File: src/rtl/cic_decim_n_if.sv
// Sample-stream bundle for the CIC decimator.
//
// Purpose: carries the input sample stream and the decimated output stream
// between a producer/consumer (master) and the decimator (slave).
//
// Signals:
//   x_in      signed input sample, BITS wide
//   x_valid   x_in is valid this cycle; no back-pressure on the input side
//   x_out     signed 16-bit decimated sample
//   out_valid x_out holds an unconsumed sample
//   out_ready consumer accepts x_out
//   sat       one-cycle pulse, aligned with the x_out load, when x_out was clipped
//
// Handshake: a sample is transferred on every rising clock edge where
// out_valid and out_ready are both high. While out_valid is high and
// out_ready is low, x_out and out_valid hold. The only exception is a newer
// sample arriving before the old one was taken: x_out is then overwritten
// and the loss is flagged by the decimator's sticky overrun output.
interface cic_decim_n_if #(
  parameter int BITS = 6
);
  logic signed [BITS-1:0] x_in;
  logic                   x_valid;
  logic signed [15:0]     x_out;
  logic                   out_valid;
  logic                   out_ready;
  logic                   sat;

  modport master (
    output x_in, x_valid, out_ready,
    input  x_out, out_valid, sat
  );

  modport slave (
    input  x_in, x_valid, out_ready,
    output x_out, out_valid, sat
  );
endinterface

File: src/rtl/cic_decim_n.sv
// CIC decimator with a runtime decimation ratio and a serial comb section.
//
// Purpose: STAGES integrators run at the input rate (advanced only on
// x_valid). Every R_eff valid inputs, the last integrator is captured and a
// serial FSM runs the STAGES comb stages one per cycle, then scales
// (arithmetic right shift) and saturates the result to 16 bits.
//
// Ports:
//   CLK        clock, all logic on the rising edge
//   RSTb       synchronous active-low reset
//   bus        cic_decim_n_if slave: x_in/x_valid in, x_out/out_valid/sat out,
//              out_ready in
//   decim      runtime decimation ratio R (clamped to at least STAGES+3)
//   shift      output arithmetic right-shift amount (clamped to WIDTH-16)
//   overrun    sticky flag: an unconsumed output sample was overwritten
//   clr_ovr    clears overrun (a coincident new overrun wins)
//   fsm_state  comb/scale FSM state (0 IDLE, 1 COMB, 2 SCALE)
module cic_decim_n #(
  parameter int STAGES     = 3,
  parameter int DIFF_DELAY = 1,
  parameter int BITS       = 6,
  parameter int WIDTH      = 43,
  parameter int SHIFT_BITS = 6
) (
  input  logic                  CLK,
  input  logic                  RSTb,
  cic_decim_n_if.slave          bus,
  input  logic [15:0]           decim,
  input  logic [SHIFT_BITS-1:0] shift,
  output logic                  overrun,
  input  logic                  clr_ovr,
  output logic [1:0]            fsm_state
);

  typedef enum logic [1:0] {
    IDLE  = 2'd0,
    COMB  = 2'd1,
    SCALE = 2'd2
  } state_t;

  localparam int MIN_R  = STAGES + 3;
  localparam int SH_MAX = WIDTH - 16;
  localparam int SW     = (STAGES > 1) ? $clog2(STAGES) : 1;

  localparam logic signed [WIDTH-1:0] POS_LIM = WIDTH'(32767);
  localparam logic signed [WIDTH-1:0] NEG_LIM = -(WIDTH'(32768));

  // ---------------------------------------------------------------------
  // Integrator section and decimation counter
  // ---------------------------------------------------------------------
  logic signed [WIDTH-1:0] integ [STAGES];
  logic signed [WIDTH-1:0] x_ext;
  logic signed [WIDTH-1:0] sample;
  logic [15:0]             count;
  logic [15:0]             r_eff;
  logic [15:0]             r_clamp;
  logic [15:0]             r_cur;
  logic                    run;
  logic                    wrap;
  logic                    strobe;

  assign x_ext   = {{(WIDTH-BITS){bus.x_in[BITS-1]}}, bus.x_in};
  assign r_clamp = (decim < 16'(MIN_R)) ? 16'(MIN_R) : decim;
  // In the first cycle after reset r_eff is still being latched, so the
  // period compare uses the clamped input directly.
  assign r_cur   = run ? r_eff : r_clamp;
  assign wrap    = bus.x_valid && (count == r_cur - 16'd1);

  always_ff @(posedge CLK) begin
    if (!RSTb) begin
      for (int k = 0; k < STAGES; k++) integ[k] <= '0;
      count  <= '0;
      r_eff  <= '0;
      run    <= 1'b0;
      sample <= '0;
      strobe <= 1'b0;
    end else begin
      run    <= 1'b1;
      strobe <= wrap;
      // The ratio only changes at a period boundary.
      if (!run || wrap) r_eff <= r_clamp;
      if (bus.x_valid) begin
        integ[0] <= integ[0] + x_ext;
        // Right-hand sides are the pre-update values: a pipelined cascade.
        for (int k = 1; k < STAGES; k++) integ[k] <= integ[k] + integ[k-1];
        count <= wrap ? 16'd0 : count + 16'd1;
      end
      if (wrap) sample <= integ[STAGES-1];
    end
  end

  // ---------------------------------------------------------------------
  // Serial comb FSM
  // ---------------------------------------------------------------------
  state_t state, state_nx;
  logic [SW-1:0] stage;

  always_ff @(posedge CLK) begin
    if (!RSTb) state <= IDLE;
    else       state <= state_nx;
  end

  always_comb begin
    state_nx = state;
    case (state)
      IDLE:    if (strobe) state_nx = COMB;
      COMB:    if (stage == SW'(STAGES-1)) state_nx = SCALE;
      SCALE:   state_nx = IDLE;
      default: state_nx = IDLE;
    endcase
  end

  assign fsm_state = state;

  // ---------------------------------------------------------------------
  // Scale and saturate
  // ---------------------------------------------------------------------
  logic signed [WIDTH-1:0] acc;
  logic signed [WIDTH-1:0] scaled;
  logic [31:0]             sh_eff;
  logic signed [15:0]      sat_val;
  logic                    clip;

  always_comb begin
    sh_eff  = (32'(shift) > 32'(SH_MAX)) ? 32'(SH_MAX) : 32'(shift);
    scaled  = acc >>> sh_eff;
    clip    = 1'b0;
    sat_val = scaled[15:0];
    if (scaled > POS_LIM) begin
      clip    = 1'b1;
      sat_val = 16'sh7fff;
    end else if (scaled < NEG_LIM) begin
      clip    = 1'b1;
      sat_val = 16'sh8000;
    end
  end

  // ---------------------------------------------------------------------
  // Comb datapath and output register
  // ---------------------------------------------------------------------
  logic signed [WIDTH-1:0] dline [STAGES][DIFF_DELAY];
  logic signed [15:0]      x_out_r;
  logic                    out_valid_r;
  logic                    sat_r;

  always_ff @(posedge CLK) begin
    if (!RSTb) begin
      acc   <= '0;
      stage <= '0;
      for (int k = 0; k < STAGES; k++)
        for (int j = 0; j < DIFF_DELAY; j++) dline[k][j] <= '0;
      x_out_r     <= '0;
      out_valid_r <= 1'b0;
      sat_r       <= 1'b0;
      overrun     <= 1'b0;
    end else begin
      sat_r <= 1'b0;
      if (out_valid_r && bus.out_ready) out_valid_r <= 1'b0;
      if (clr_ovr) overrun <= 1'b0;
      case (state)
        IDLE: begin
          if (strobe) begin
            acc   <= sample;
            stage <= '0;
          end
        end
        COMB: begin
          // acc holds y_(k-1) on entry and y_k on exit.
          for (int k = 0; k < STAGES; k++) begin
            if (SW'(k) == stage) begin
              acc         <= acc - dline[k][DIFF_DELAY-1];
              dline[k][0] <= acc;
              for (int j = 1; j < DIFF_DELAY; j++) dline[k][j] <= dline[k][j-1];
            end
          end
          stage <= stage + SW'(1);
        end
        SCALE: begin
          // Later assignments override the accept/clear updates above, so a
          // simultaneous accept reloads and a simultaneous clear loses to a
          // fresh overrun.
          x_out_r     <= sat_val;
          out_valid_r <= 1'b1;
          sat_r       <= clip;
          if (out_valid_r && !bus.out_ready) overrun <= 1'b1;
        end
        default: ;
      endcase
    end
  end

  assign bus.x_out     = x_out_r;
  assign bus.out_valid = out_valid_r;
  assign bus.sat       = sat_r;

endmodule
File: src/flat_wrapper.sv
// flat-port wrapper written by rule: the top's interface ports become plain ports
module cic_decim_n_flat 
#(
  parameter int STAGES     = 3,
  parameter int DIFF_DELAY = 1,
  parameter int BITS       = 6,
  parameter int WIDTH      = 43,
  parameter int SHIFT_BITS = 6
)
  (CLK, RSTb, decim, shift, overrun, clr_ovr, fsm_state, bus_x_in, bus_x_valid, bus_out_ready, bus_x_out, bus_out_valid, bus_sat);
  cic_decim_n_if #(.BITS(BITS)) bus_i ();
  input  logic CLK;
  input  logic RSTb;
  input  logic [15:0] decim;
  input  logic [SHIFT_BITS-1:0] shift;
  output logic overrun;
  input  logic clr_ovr;
  output logic [1:0] fsm_state;
  input wire logic [$bits(bus_i.x_in)-1:0] bus_x_in;
  input wire logic [$bits(bus_i.x_valid)-1:0] bus_x_valid;
  input wire logic [$bits(bus_i.out_ready)-1:0] bus_out_ready;
  output wire logic [$bits(bus_i.x_out)-1:0] bus_x_out;
  output wire logic [$bits(bus_i.out_valid)-1:0] bus_out_valid;
  output wire logic [$bits(bus_i.sat)-1:0] bus_sat;
  assign bus_i.x_in = bus_x_in;
  assign bus_i.x_valid = bus_x_valid;
  assign bus_i.out_ready = bus_out_ready;
  assign bus_x_out = bus_i.x_out;
  assign bus_out_valid = bus_i.out_valid;
  assign bus_sat = bus_i.sat;
  cic_decim_n #(.STAGES(STAGES), .DIFF_DELAY(DIFF_DELAY), .BITS(BITS), .WIDTH(WIDTH), .SHIFT_BITS(SHIFT_BITS)) u_core (.CLK(CLK), .RSTb(RSTb), .bus(bus_i), .decim(decim), .shift(shift), .overrun(overrun), .clr_ovr(clr_ovr), .fsm_state(fsm_state));
endmodule
File: config.mk
export PLATFORM = sky130hd
export DESIGN_NAME = cic_decim_n_flat
export DESIGN_NICKNAME = d
export VERILOG_FILES = /design/src/rtl/cic_decim_n_if.sv /design/src/rtl/cic_decim_n.sv /design/src/flat_wrapper.sv
export SDC_FILE = /design/constraint.sdc
export NUM_CORES = 1
export LEC_CHECK = 0
export CAP_MARGIN = 20
export CORE_MARGIN = 2
export CORE_UTILIZATION = 30
export CTS_CLUSTER_SIZE = 10
export DETAILED_ROUTE_END_ITERATION = 8
export SKIP_CTS_REPAIR_TIMING = 1
export SLEW_MARGIN = 10
export SYNTH_ARGS = -nofsm -noshare
export SYNTH_HDL_FRONTEND = slang
export SYNTH_SLANG_ARGS = --single-unit
File: constraint.sdc
create_clock -name CLK -period 13.12 [get_ports CLK]
set_input_delay 1.312 -clock CLK [delete_from_list [all_inputs] [get_ports CLK]]
set_output_delay 1.312 -clock CLK [all_outputs]
set_load 0.01 [all_outputs]
==> parameters.txt, run 1 <==
Parameter                              Value

STA
  Worst max-slew margin expressed relative to the limit ... 0.233
  Minimum period implied by the final worst setup slack ... 5.57 ns
  Fin Setup TNS ... 0 ns
  Final Slew Violations ... 0
  Worst Skew ... ~0.032 ns
  Final worst path period share ... 0.425
  Endpoints failing hold ... 0
  Max Fclk ... 179 MHz
  Final Setup Violations ... 0
  Transition time at the pin with the least slew margin ... 1.15 ns
  RSZ-0062 raised after global routing ... no

Outcome
  Run status ... finished clean

Drt
  Antenna viol nets, final ... 0
  Avg Vias per Cell ... 5.21
  Vias after detailed routing ... 22502
  Drt wl/cell ... 16.4 µm
  Routed wire length ... 70900 µm
  Pre-antenna DRT Iters ... 8
  DRC ... 0
  Violation count after the first detailed-routing iteration ... 1709

Logic synthesis
  EDFF count, synth ... 258
  Sequential share of the synthesized area ... 0.382
  Synth Instances ... 3067
  Average size of a mapped cell ... 9.06 µm²
  Post-synthesis async set-or-reset flop share ... 0
  Synthesis warning total ... 0
  Flip-flop and latch count after synthesis ... about 400
  Most used flip-flop cell after synthesis ... sky130_fd_sc_hd__edfxtp_1
  Number of unique standard cell types used by synthesis ... 86
  Syn Nets ... 3277
  Post-synth design cell area ... 27800 µm²

Finish
  Synth-to-layout area growth ... 11.3%
  Number of nets in the layout ... 3243
  Fill cell instance count of the final layout ... 9500
  Area of all placed cells without fillers ... between 30000 and 40000 µm²
  Total area of sequential cells ... 10600 µm²
  Footprint of the multi-input gates ... ~16000 µm²
  Share of cells above drive strength 1 ... 0.0485

Global routing
  Maximum number of pins on one net before global-route repair ... 97
  Antenna violations before repair ... 2
  Number of global-route vias before repair ... roughly 21000
  Tot GR Track Use ... 0.147
  Remaining Overflow, GRT ... 0
  Global-route wire length before repair ... 114000 µm

Floorplan
  Row cnt ... 111
  Placeable core area ... 91800 µm²
  Effective utilization at floorplan ... 0.303
  Height of the chip ... 308 µm
  Die Area ... approximately 95000 µm²
  I/O pins ... 54
  Die outline width ... 308 µm

Power
  Power after layout ... 3.42 mW
  Power density of the placed cells ... about 110 nW/µm²
  Worst vdd ir ... 0.0000879 V
  P_leak ... 12.6 nW

Worst setup path
  Worst setup path category ... flip-flop to flip-flop
  Crit Path Max Fanout ... 33
  Launching point of the worst reg2reg path ... u_core.stage[1]
  Kind of start point of the critical path ... flip-flop
  Data required time at the worst endpoint ... 13.59 ns
  Signal arrival time at the worst endpoint ... ~6.0 ns
  Endpoint type of the worst setup path ... flip-flop
  Beginning of the critical path ... u_core.stage[1]

Clock network
  Clock latency reported for the late side of the worst-skew pair ... 0.61 ns
  Clock tree from TritonCTS ... done
  Clock-pin slew reported for the worst setup and hold paths after clock tree synthesis ... ~0.06 ns
  CTS sink count ... 401
  Root buffer selected by CTS ... sky130_fd_sc_hd__clkbuf_16
  Total CTS buffers ... 48
  Clock tree buffer depth ... 3
  H-Tree Level Count ... 2

Min path
  Worst Hold Class ... flip-flop to flip-flop
  Hold path startpoint ... u_core.sample[12]

Placed design
  Detail Placement HPWL ... between 40000 and 50000 µm
  Placed standard-cell area ... just under 30000 µm²
  Number of buffers inserted by port buffering ... 53
  Final weighted congestion in routability-driven placement ... between 0.9 and 1

Job
  Count of maximum capacitance violations ... 0
-- cell usage after synthesis, drive strengths merged, types with 62 or more instances --
library cell,instances,share of area
edfxtp,258,0.28
dfxtp,143,0.10
xor2,69,0.022
nand2,324,0.044
nor2,279,0.038
inv,62,0.0084
ha,173,0.078
xnor2,81,0.026
clkbuf,116,0.016
nor3,76,0.014
o21ai,140,0.025
a21oi,243,0.044
nand3,77,0.014
a21o,104,0.028
mux2i,175,0.063
-- area by class of cell --
type,count,share of cell area
Timing Repair Buffer,79,0.0235
Sequential cell,401,0.343
Clock inverter,6,0.00198
Clock buffer,83,0.0450
Antenna cell,1,0.0000809
Multi-Input combinational cell,2441,0.529
Inverter,62,0.00752
Tap cell,1243,0.0503
-- power by group --
part | switching [mW] | total, mW | internal, mW
Clock | 0.543 | 1.26 | 0.720
Combinational | 0.402 | 0.683 | 0.281
Sequential | 0.0542 | 1.48 | 1.42
-- sequential cells by signal, summed over array words and instances (netlist names) --
signal	flops
u_core.sample	43
u_core.strobe	1
u_core.overrun	1
u_core.bus.x_out	16
u_core.acc	43
u_core.bus.out_valid	1
u_core.integ	129
u_core.count	16
u_core.dline	129
u_core.run	1
u_core.fsm_state	2
u_core.bus.sat	1
u_core.r_eff	16
u_core.stage	2
-- kinds of logic after synthesis --
group,after synthesis,share of synthesized area
AND/OR/NAND/NOR,1050,0.178
XOR/XNOR,150,0.0473
multiplexers,188,0.0696
adder cells (fa/ha/maj),177,0.0808
buffers and inverters,225,0.0330
flip-flops,401,0.382
AO/OA/AOI/OAI,876,0.209
-- stage by stage --
stage	hold WS (ns)	util	setup WS [ns]	cells
floorplan	0.426	-	7.93	3067
global placement	0.438	0.321	7.16	4225
detailed placement	0.446	0.321	7.10	4225
CTS	0.453	0.337	7.45	4314
global route	0.473	0.337	7.13	4316
finish	0.449	0.337	7.55	4316
-- critical path, cell delays in order, from the launching register on --
cell and delay (ns):
sky130_fd_sc_hd__dfxtp_1 0.32, sky130_fd_sc_hd__inv_1 0.08, sky130_fd_sc_hd__ha_2 0.46, sky130_fd_sc_hd__buf_4 0.62, sky130_fd_sc_hd__mux2i_1 0.26, sky130_fd_sc_hd__nor2_1 0.06, sky130_fd_sc_hd__a21oi_1 0.19, sky130_fd_sc_hd__ha_1 0.34
sky130_fd_sc_hd__a21o_1 0.20, sky130_fd_sc_hd__a31o_2 0.21, sky130_fd_sc_hd__a21oi_1 0.19, sky130_fd_sc_hd__o221ai_1 0.26, sky130_fd_sc_hd__o311ai_0 0.61, sky130_fd_sc_hd__o21ai_1 0.22, sky130_fd_sc_hd__a211o_1 0.36, sky130_fd_sc_hd__a221oi_2 0.37
sky130_fd_sc_hd__mux2i_1 0.26, sky130_fd_sc_hd__a31oi_1 0.10, sky130_fd_sc_hd__o31a_1 0.29
-- worst paths after layout --
path,to,slack [ns],cells past startpoint
max,u_core.acc[42],7.55,18
min,u_core.sample[12],0.45,2
max reg2reg,u_core.acc[42],7.55,18
min reg2reg,u_core.sample[12],0.45,2
-- metal layers --
layer,share of wire,GRT usage,wire (µm)
met1,0.52,0.223,36500
met2,0.42,0.219,29900
met3,0.047,0.0178,3340
met4,0.016,0.0340,1130
met5,0,0,0
-- layout by cell type (no fill, tap or decap), types with 54 or more instances in the layout --
cell type                  instances
sky130_fd_sc_hd__xnor2_1          81
sky130_fd_sc_hd__nand2_1         319
sky130_fd_sc_hd__nor2_1          276
sky130_fd_sc_hd__edfxtp_1        258
sky130_fd_sc_hd__nand3_1          77
sky130_fd_sc_hd__xor2_1           69
sky130_fd_sc_hd__a21o_1          104
sky130_fd_sc_hd__nor3_1           76
sky130_fd_sc_hd__ha_1            171
sky130_fd_sc_hd__inv_1            61
sky130_fd_sc_hd__o21ai_0         136
sky130_fd_sc_hd__and2_1           56
sky130_fd_sc_hd__mux2i_1         174
sky130_fd_sc_hd__a21oi_1         242
sky130_fd_sc_hd__dfxtp_1         143
sky130_fd_sc_hd__o211ai_1         54
Note: power is estimated with default switching activity, not from simulation.
==> inputs of run 2 (changes only) <==
clock period = 4.5 ns   (was 13.12 ns; I/O delays follow)
==> parameters.txt, run 2 (synthesis gave the netlist of run 1 again) <==
Parameter                              Value

Outcome
  Run status ... finished clean

Drt
  Drt wl/cell ... 16.7 µm (+1.6%)
  Antenna viol nets, final ... 0 (unchanged)
  Violation count after the first detailed-routing iteration ... 1600 (-6.4%)
  Routed wire length on met3 ... 3710 µm (+11%)
  Met1 Routed Length ... 36600 µm (+0.29%)
  Top routing layer in use ... met4
  Vias after detailed routing ... 22842 (+1.5%)
  Met2 WL post-DR ... 31800 µm (+6.3%)
  Pre-antenna DRT Iters ... 6 (-2)
  Avg Vias per Cell ... 5.18 (-0.56%)
  DRC ... 0 (unchanged)
  Routed wire length ... 73500 µm (+3.7%)

Worst setup path
  Endpoint type of the worst setup path ... flip-flop
  Worst setup path category ... flip-flop to flip-flop
  Crit Reg-Reg Endpoint ... u_core.acc[42]
  Crit path cell chain ... inv_1 -> ha_4 -> buf_4 -> mux2i_1 -> nor2_1 -> a21oi_1 -> ha_1 -> o21a_1 -> o31a_1 -> nor3_2 -> o221ai_2 -> o311ai_1 -> buf_4 -> o21ai_1 -> a211o_1 -> a221oi_4 -> mux2i_1 -> a31oi_1 -> o31a_1
  Signal arrival time at the worst endpoint ... 4.80 ns (-1.24 ns)
  Largest delay contributor family on the critical path ... compound AO/OA/AOI/OAI gates
  Largest stage delay on the critical path ... 0.40 ns (-0.22 ns)
  Data required time at the worst endpoint ... 4.97 ns (-8.62 ns)
  CP max stage cell ... sky130_fd_sc_hd__a211o_1
  Register-to-register setup slack ... 0.17 ns (-7.37 ns)
  Crit Path Max Fanout ... 4 (-88%)
  Kind of start point of the critical path ... flip-flop
  Worst path bufs/invs ... 3 (+1)
  Launching point of the worst reg2reg path ... u_core.stage[1]
  Length in cells of the worst reg-to-reg path ... 19 (+1)

STA
  Final Setup Violations ... 0 (unchanged)
  Minimum period implied by the final worst setup slack ... 4.33 ns (-1.25 ns)
  Endpoints failing hold ... 0 (unchanged)
  Final Slew Violations ... 0 (unchanged)
  Final worst path period share ... 0.962 (+0.537)
  Transition time at the pin with the least slew margin ... 1.13 ns (-0.0236 ns)
  Worst Skew ... 0.0439 ns (+0.0122 ns)
  Worst max-slew margin expressed relative to the limit ... 0.249 (+0.0157)
  RSZ-0062 raised after global routing ... yes
  Max Fclk ... 231 MHz (+29%)

Global routing
  Tot GR Track Use ... 0.151 (+0.00472)
  Antenna violations before repair ... 0 (-2)
  Global-route wire length before repair ... 117000 µm (+3.2%)
  Maximum number of pins on one net before global-route repair ... 66 (-32%)
  Number of global-route vias before repair ... 21534 (+4.9%)
  Remaining Overflow, GRT ... 0 (unchanged)

Finish
  Commonest non-fill, non-tap cell in the layout ... sky130_fd_sc_hd__nand2_1
  Share of the core filled with cells ... 0.347 (+0.0100)
  Leading cell types in the layout, fill and taps excluded ... 319 x sky130_fd_sc_hd__nand2_1, 276 x sky130_fd_sc_hd__nor2_1, 258 x sky130_fd_sc_hd__edfxtp_1, 241 x sky130_fd_sc_hd__a21oi_1, 173 x sky130_fd_sc_hd__mux2i_1
  Registers with the most flip-flops ... u_core.dline (129), u_core.integ (129)
  Synth-to-layout area growth ... 14.6%
  Share of cells above drive strength 1 ... 0.0794 (+0.0309)
  Area of all placed cells without fillers ... 31900 µm² (+3.0%)
  Fill cell instance count of the final layout ... 9403 (-1.0%)
  Number of nets in the layout ... 3331 (+2.7%)
  Number of diodes ... 0 (-1)

Clock network
  CTS sink count ... 401 (unchanged)
  Root buffer selected by CTS ... sky130_fd_sc_hd__clkbuf_16
  H-Tree Level Count ... 2 (unchanged)
  Total CTS buffers ... 50 (+4.2%)
  Clock tree buffer depth ... 3 (unchanged)
  Clock-pin slew reported for the worst setup and hold paths after clock tree synthesis ... 0.06 ns (about the same)
  Clock tree from TritonCTS ... done
  Clock latency reported for the late side of the worst-skew pair ... 0.62 ns (about the same)

Power
  Clock network fraction of design power ... 0.382 (+0.013)
  Power spent charging and discharging nets ... 3.02 mW (+200%)
  Worst vdd ir ... 0.000227 V (+160%)
  Part of the total power dissipated in combinational logic ... 0.200 (about the same)
  Net switching fraction of the power ... 0.293 (+0.00150)
  P_leak ... 13.2 nW (+4.2%)
  Power share of the sequential group ... 0.419 (-0.013)
  Total internal power ... 7.26 mW (+200%)
  Power density of the placed cells ... 323 nW/µm² (+190%)

Min path
  Cell depth of the worst hold path ... 1 (-1)
  Hold Crit Endpoint ... u_core.run
  Hold path startpoint ... RSTb
  Worst Hold Class ... primary input to flip-flop

Floorplan
  I/O pins ... 54 (unchanged)
  Height of the chip ... 308 µm (unchanged)
  Die outline width ... 308 µm (unchanged)
  Placeable core area ... 91800 µm² (unchanged)
  Row cnt ... 111 (unchanged)
  Die Area ... 95100 µm² (unchanged)
  Effective utilization at floorplan ... 0.303 (unchanged)

Placed design
  Detail Placement HPWL ... 53600 µm (+7.4%)
  Number of buffers inserted by port buffering ... 53 (unchanged)
  Placed standard-cell area ... 30100 µm² (+2.3%)
  Final weighted congestion in routability-driven placement ... 0.895 (-1.6%)

Job
  Count of maximum capacitance violations ... 0 (unchanged)
-- run 2: worst max-delay path by stage --
| stage | from | to | slack [ns] | cells after the start |
|---|---|---|---|---|
| final | u_core.stage[1] | u_core.acc[42] | 0.17 | 19 |
| after global routing | u_core.stage[1] | u_core.acc[42] | -0.06 | 19 |
| after CTS | u_core.stage[0] | u_core.acc[42] | -0.02 | 18 |
| after detailed placement | decim[11] | u_core.count[11] | -0.07 | 17 |
| after global placement | decim[6] | u_core.count[8] | 0.005 | 16 |
| after floorplan | u_core.stage[1] | u_core.acc[42] | 0.05 | 20 |
-- run 2: metal layers --
metal	up-vias	track usage
met2	489	0.237
met4	0	0.0383
met3	105	0.0203
met1	10771	0.219
li1	11477	-
met5	-	0
-- run 2: final cells by class --
| type | instances | area [µm²] | share of cell area |
|---|---|---|---|
| multi-input combinational | 2441 | 16400 | 0.515 |
| sequential | 401 | 10600 | 0.333 |
| clock buffer | 87 | 1490 | 0.0468 |
| inverter | 62 | 233 | 0.00731 |
| tap | 1243 | 1560 | 0.0488 |
| clock inverter | 7 | 105 | 0.00330 |
| timing repair buffer | 165 | 1450 | 0.0454 |
-- run 2: power by group through the flow --
stage,Combinational [mW],Clock [mW],Sequential [mW]
after floorplan,1.59,0,4.30
after global placement,2.02,0,4.37
after detailed placement,2.03,0,4.37
after CTS,2.04,4.00,4.30
after global routing,2.30,4.16,4.32
final,2.05,3.92,4.31
-- run 2: worst reg2reg max path, stage by stage (launching register included) --
cell,delay [ns]
sky130_fd_sc_hd__dfxtp_2,0.34
sky130_fd_sc_hd__inv_1,0.12
sky130_fd_sc_hd__ha_4,0.20
sky130_fd_sc_hd__buf_4,0.15
sky130_fd_sc_hd__mux2i_1,0.18
sky130_fd_sc_hd__nor2_1,0.05
sky130_fd_sc_hd__a21oi_1,0.15
sky130_fd_sc_hd__ha_1,0.29
sky130_fd_sc_hd__o21a_1,0.20
sky130_fd_sc_hd__o31a_1,0.13
sky130_fd_sc_hd__nor3_2,0.23
sky130_fd_sc_hd__o221ai_2,0.18
sky130_fd_sc_hd__o311ai_1,0.31
sky130_fd_sc_hd__buf_4,0.18
sky130_fd_sc_hd__o21ai_1,0.11
sky130_fd_sc_hd__a211o_1,0.40
sky130_fd_sc_hd__a221oi_4,0.33
sky130_fd_sc_hd__mux2i_1,0.26
sky130_fd_sc_hd__a31oi_1,0.10
sky130_fd_sc_hd__o31a_1,0.30
-- run 2: per-stage QoR --
stage | setup WS [ns] | power [mW] | setup TNS, ns | instances | hold WS (ns)
after floorplan | 0.0462 | 5.90 | 0 | 3067 | 0.426
after detailed placement | -0.0712 | 6.40 | -0.724 | 4307 | 0.446
final | 0.173 | 10.3 | 0 | 4406 | 0.362
after CTS | -0.0250 | 10.3 | -0.0250 | 4401 | 0.350
after global placement | 0.00541 | 6.39 | 0 | 4307 | 0.437
after global routing | -0.0603 | 10.8 | -0.0603 | 4406 | 0.375
==> inputs of run 3 (changes only) <==
CAP_MARGIN = default   (was 20)
CORE_UTILIZATION = 58   (was 30)
PLACE_DENSITY = 0.78   (was default)
==> parameters.txt, run 3 (synthesis gave the netlist of run 1 again) <==
Parameter                              Value

Global routing
  Remaining Overflow, GRT ... 0 (unchanged)
  Tot GR Track Use ... 0.297 (+0.146)
  Number of global-route vias before repair ... 23336 (+8.4%)
  Maximum number of pins on one net before global-route repair ... 77 (+17%)
  Global-route wire length before repair ... 121000 µm (+3.4%)
  Antenna violations before repair ... 1 (+1)

Min path
  Worst Hold Class ... primary input to flip-flop
  Hold Crit Endpoint ... u_core.run
  Hold path startpoint ... RSTb
  Cell depth of the worst hold path ... 1 (unchanged)

Worst setup path
  Signal arrival time at the worst endpoint ... 4.82 ns (+0.02 ns)
  CP max stage cell ... sky130_fd_sc_hd__dfxtp_1
  Crit Path Max Fanout ... 17 (+13)
  Crit path cell chain ... inv_1 -> ha_4 -> buf_12 -> mux2i_2 -> nor2_1 -> a21oi_1 -> ha_1 -> a21o_1 -> a31o_2 -> a21oi_1 -> o221ai_2 -> o311ai_2 -> buf_4 -> o21ai_1 -> a211o_1 -> a221oi_4 -> mux2i_1 -> a31oi_1 -> o31a_1
  CP most frequent cell ... sky130_fd_sc_hd__a21oi_1
  Data required time at the worst endpoint ... 4.99 ns (+0.02 ns)
  Worst setup path category ... flip-flop to flip-flop
  Crit Reg-Reg Endpoint ... u_core.acc[42]
  Launching point of the worst reg2reg path ... u_core.stage[1]
  Register-to-register setup slack ... 0.16 ns (about the same)
  Largest stage delay on the critical path ... 0.35 ns (-0.05 ns)
  Kind of start point of the critical path ... flip-flop
  Endpoint type of the worst setup path ... flip-flop
  Length in cells of the worst reg-to-reg path ... 19 (unchanged)

Drt
  Drt wl/cell ... 19.9 µm (+19%)
  DRC ... 0 (unchanged)
  Avg Vias per Cell ... 6.38 (+23%)
  Routed wire length ... 74900 µm (+1.8%)
  Antenna viol nets, final ... 0 (unchanged)
  Violation count after the first detailed-routing iteration ... 2156 (+35%)
  Pre-antenna DRT Iters ... 8 (+2)
  Vias after detailed routing ... 24000 (+5.1%)

STA
  Final Slew Violations ... 0 (unchanged)
  Transition time at the pin with the least slew margin ... 1.17 ns (+0.0467 ns)
  Endpoints failing hold ... 0 (unchanged)
  Worst Skew ... 0.0237 ns (-0.0202 ns)
  Final Setup Violations ... 0 (unchanged)
  Max Fclk ... 231 MHz (-0.26%)
  Worst max-slew margin expressed relative to the limit ... 0.216 (-0.0330)
  Final worst path period share ... 0.964 (+0.00249)
  RSZ-0062 raised after global routing ... yes
  Minimum period implied by the final worst setup slack ... 4.34 ns (+0.0112 ns)

Power
  Power density of the placed cells ... 329 nW/µm² (+2.1%)
  Power share of the sequential group ... 0.421 (+0.002)
  P_leak ... 13.1 nW (-0.55%)
  Total internal power ... 7.24 mW (-0.35%)
  Part of the total power dissipated in combinational logic ... 0.207 (+0.007)
  Worst vdd ir ... 0.000310 V (+36%)
  Power spent charging and discharging nets ... 2.97 mW (-1.5%)
  Clock network fraction of design power ... 0.372 (-0.010)
  Net switching fraction of the power ... 0.291 (-0.00234)
  Power after layout ... 10.2 mW (-0.68%)

Clock network
  Clock tree buffer depth ... 3 (unchanged)
  Root buffer selected by CTS ... sky130_fd_sc_hd__clkbuf_16
  Total CTS buffers ... 49 (-2.0%)
  Clock tree from TritonCTS ... done
  H-Tree Level Count ... 2 (unchanged)
  CTS sink count ... 401 (unchanged)
  Clock latency reported for the late side of the worst-skew pair ... 0.60 ns (-0.02 ns)
  Clock-pin slew reported for the worst setup and hold paths after clock tree synthesis ... 0.06 ns (about the same)

Outcome
  Run status ... finished clean

Floorplan
  I/O pins ... 54 (unchanged)
  Effective utilization at floorplan ... 0.585 (+0.282)
  Height of the chip ... 223 µm (-28%)
  Placeable core area ... 47500 µm² (-48%)
  Row cnt ... 80 (-28%)
  Die Area ... 49700 µm² (-48%)
  Die outline width ... 223 µm (-28%)

Finish
  Number of nets in the layout ... 3318 (-0.39%)
  Commonest non-fill, non-tap cell in the layout ... sky130_fd_sc_hd__nand2_1
  Share of cells above drive strength 1 ... 0.0731 (-0.00629)
  Share of the core filled with cells ... 0.652 (+0.305)
  Post-route insts no fill ... 3764 (-15%)
  Fill cell instance count of the final layout ... 3779 (-60%)
  Leading cell types in the layout, fill and taps excluded ... 319 x sky130_fd_sc_hd__nand2_1, 276 x sky130_fd_sc_hd__nor2_1, 258 x sky130_fd_sc_hd__edfxtp_1, 241 x sky130_fd_sc_hd__a21oi_1, 173 x sky130_fd_sc_hd__mux2i_1
  Registers with the most flip-flops ... u_core.dline (129), u_core.integ (129)
  Total area of sequential cells ... 10600 µm² (about the same)
  Synth-to-layout area growth ... 11.5%
  Footprint of the multi-input gates ... 16400 µm² (about the same)

Placed design
  Number of buffers inserted by port buffering ... 53 (unchanged)
  Placed Instances ... 3672 (-15%)
  Final weighted congestion in routability-driven placement ... 0.983 (+9.9%)
  Detail Placement HPWL ... 54200 µm (+1.1%)

Job
  Count of maximum capacitance violations ... 0 (unchanged)
## run 3: cell count changes in the layout (fill, tap and decap cells not counted), sizes merged
cell	before	now
buf	114	101
bufinv	0	1
clkbuf	87	85
clkdlybuf4s50	51	52
clkinv	4	3
clkinvlp	0	1
diode	0	1
inv	65	63
## run 3: worst max-delay path, delay by kind of cell (launching register included)
kind | cells | cell delay, ns
compound gates | 11 | 2.33
fa+ha+maj | 2 | 0.48
buf+inv | 3 | 0.51
flops | 1 | 0.35
mux | 2 | 0.48
simple gates | 1 | 0.06
## run 3: area by class of cell
cell class	instances	area share
Antenna cell	1	0.0000807
Timing Repair Buffer	153	0.0458
Multi-Input combinational cell	2441	0.530
Inverter	62	0.00751
Clock inverter	6	0.00363
Clock buffer	85	0.0462
Sequential cell	401	0.342
Tap cell	615	0.0248
## run 3: per-layer routing
layer	GRT usage	vias up	part of all wire
met5	0	-	0
met2	0.497	870	0.47
li1	-	11436	-
met3	0.0403	146	0.062
met4	0.0920	0	0.027
met1	0.402	11548	0.44
## run 3: power by group through the flow
stage / Sequential, mW / Clock [mW] / Combinational, mW
after floorplan: 4.30 / 0 / 1.59
after global placement: 4.37 / 0 / 1.99
after detailed placement: 4.37 / 0 / 2.06
after CTS: 4.29 / 3.85 / 2.08
after global routing: 4.32 / 3.99 / 2.33
final: 4.30 / 3.80 / 2.11
## run 3: worst max-delay path by stage
stage / from / end / slack (ns) / cells past startpoint
floorplan: u_core.stage[1] / u_core.acc[42] / 0.05 / 20
global route: u_core.stage[1] / u_core.acc[42] / -0.07 / 19
CTS: u_core.stage[1] / u_core.acc[42] / -0.14 / 19
global placement: u_core.stage[1] / u_core.acc[42] / -0.02 / 19
detailed placement: u_core.stage[1] / u_core.acc[42] / -0.11 / 19
finish: u_core.stage[1] / u_core.acc[42] / 0.16 / 19
## run 3: per-stage QoR
stage / hold slack, ns / setup slack, ns / TNS (ns) / cell area (µm²)
floorplan: 0.426 / 0.0462 / 0 / 27800
global placement: 0.439 / -0.0240 / -0.0240 / 29400
detailed placement: 0.449 / -0.109 / -0.759 / 29400
CTS: 0.322 / -0.140 / -0.140 / 30900
global route: 0.353 / -0.0739 / -0.0739 / 31000
finish: 0.349 / 0.162 / 0 / 31000
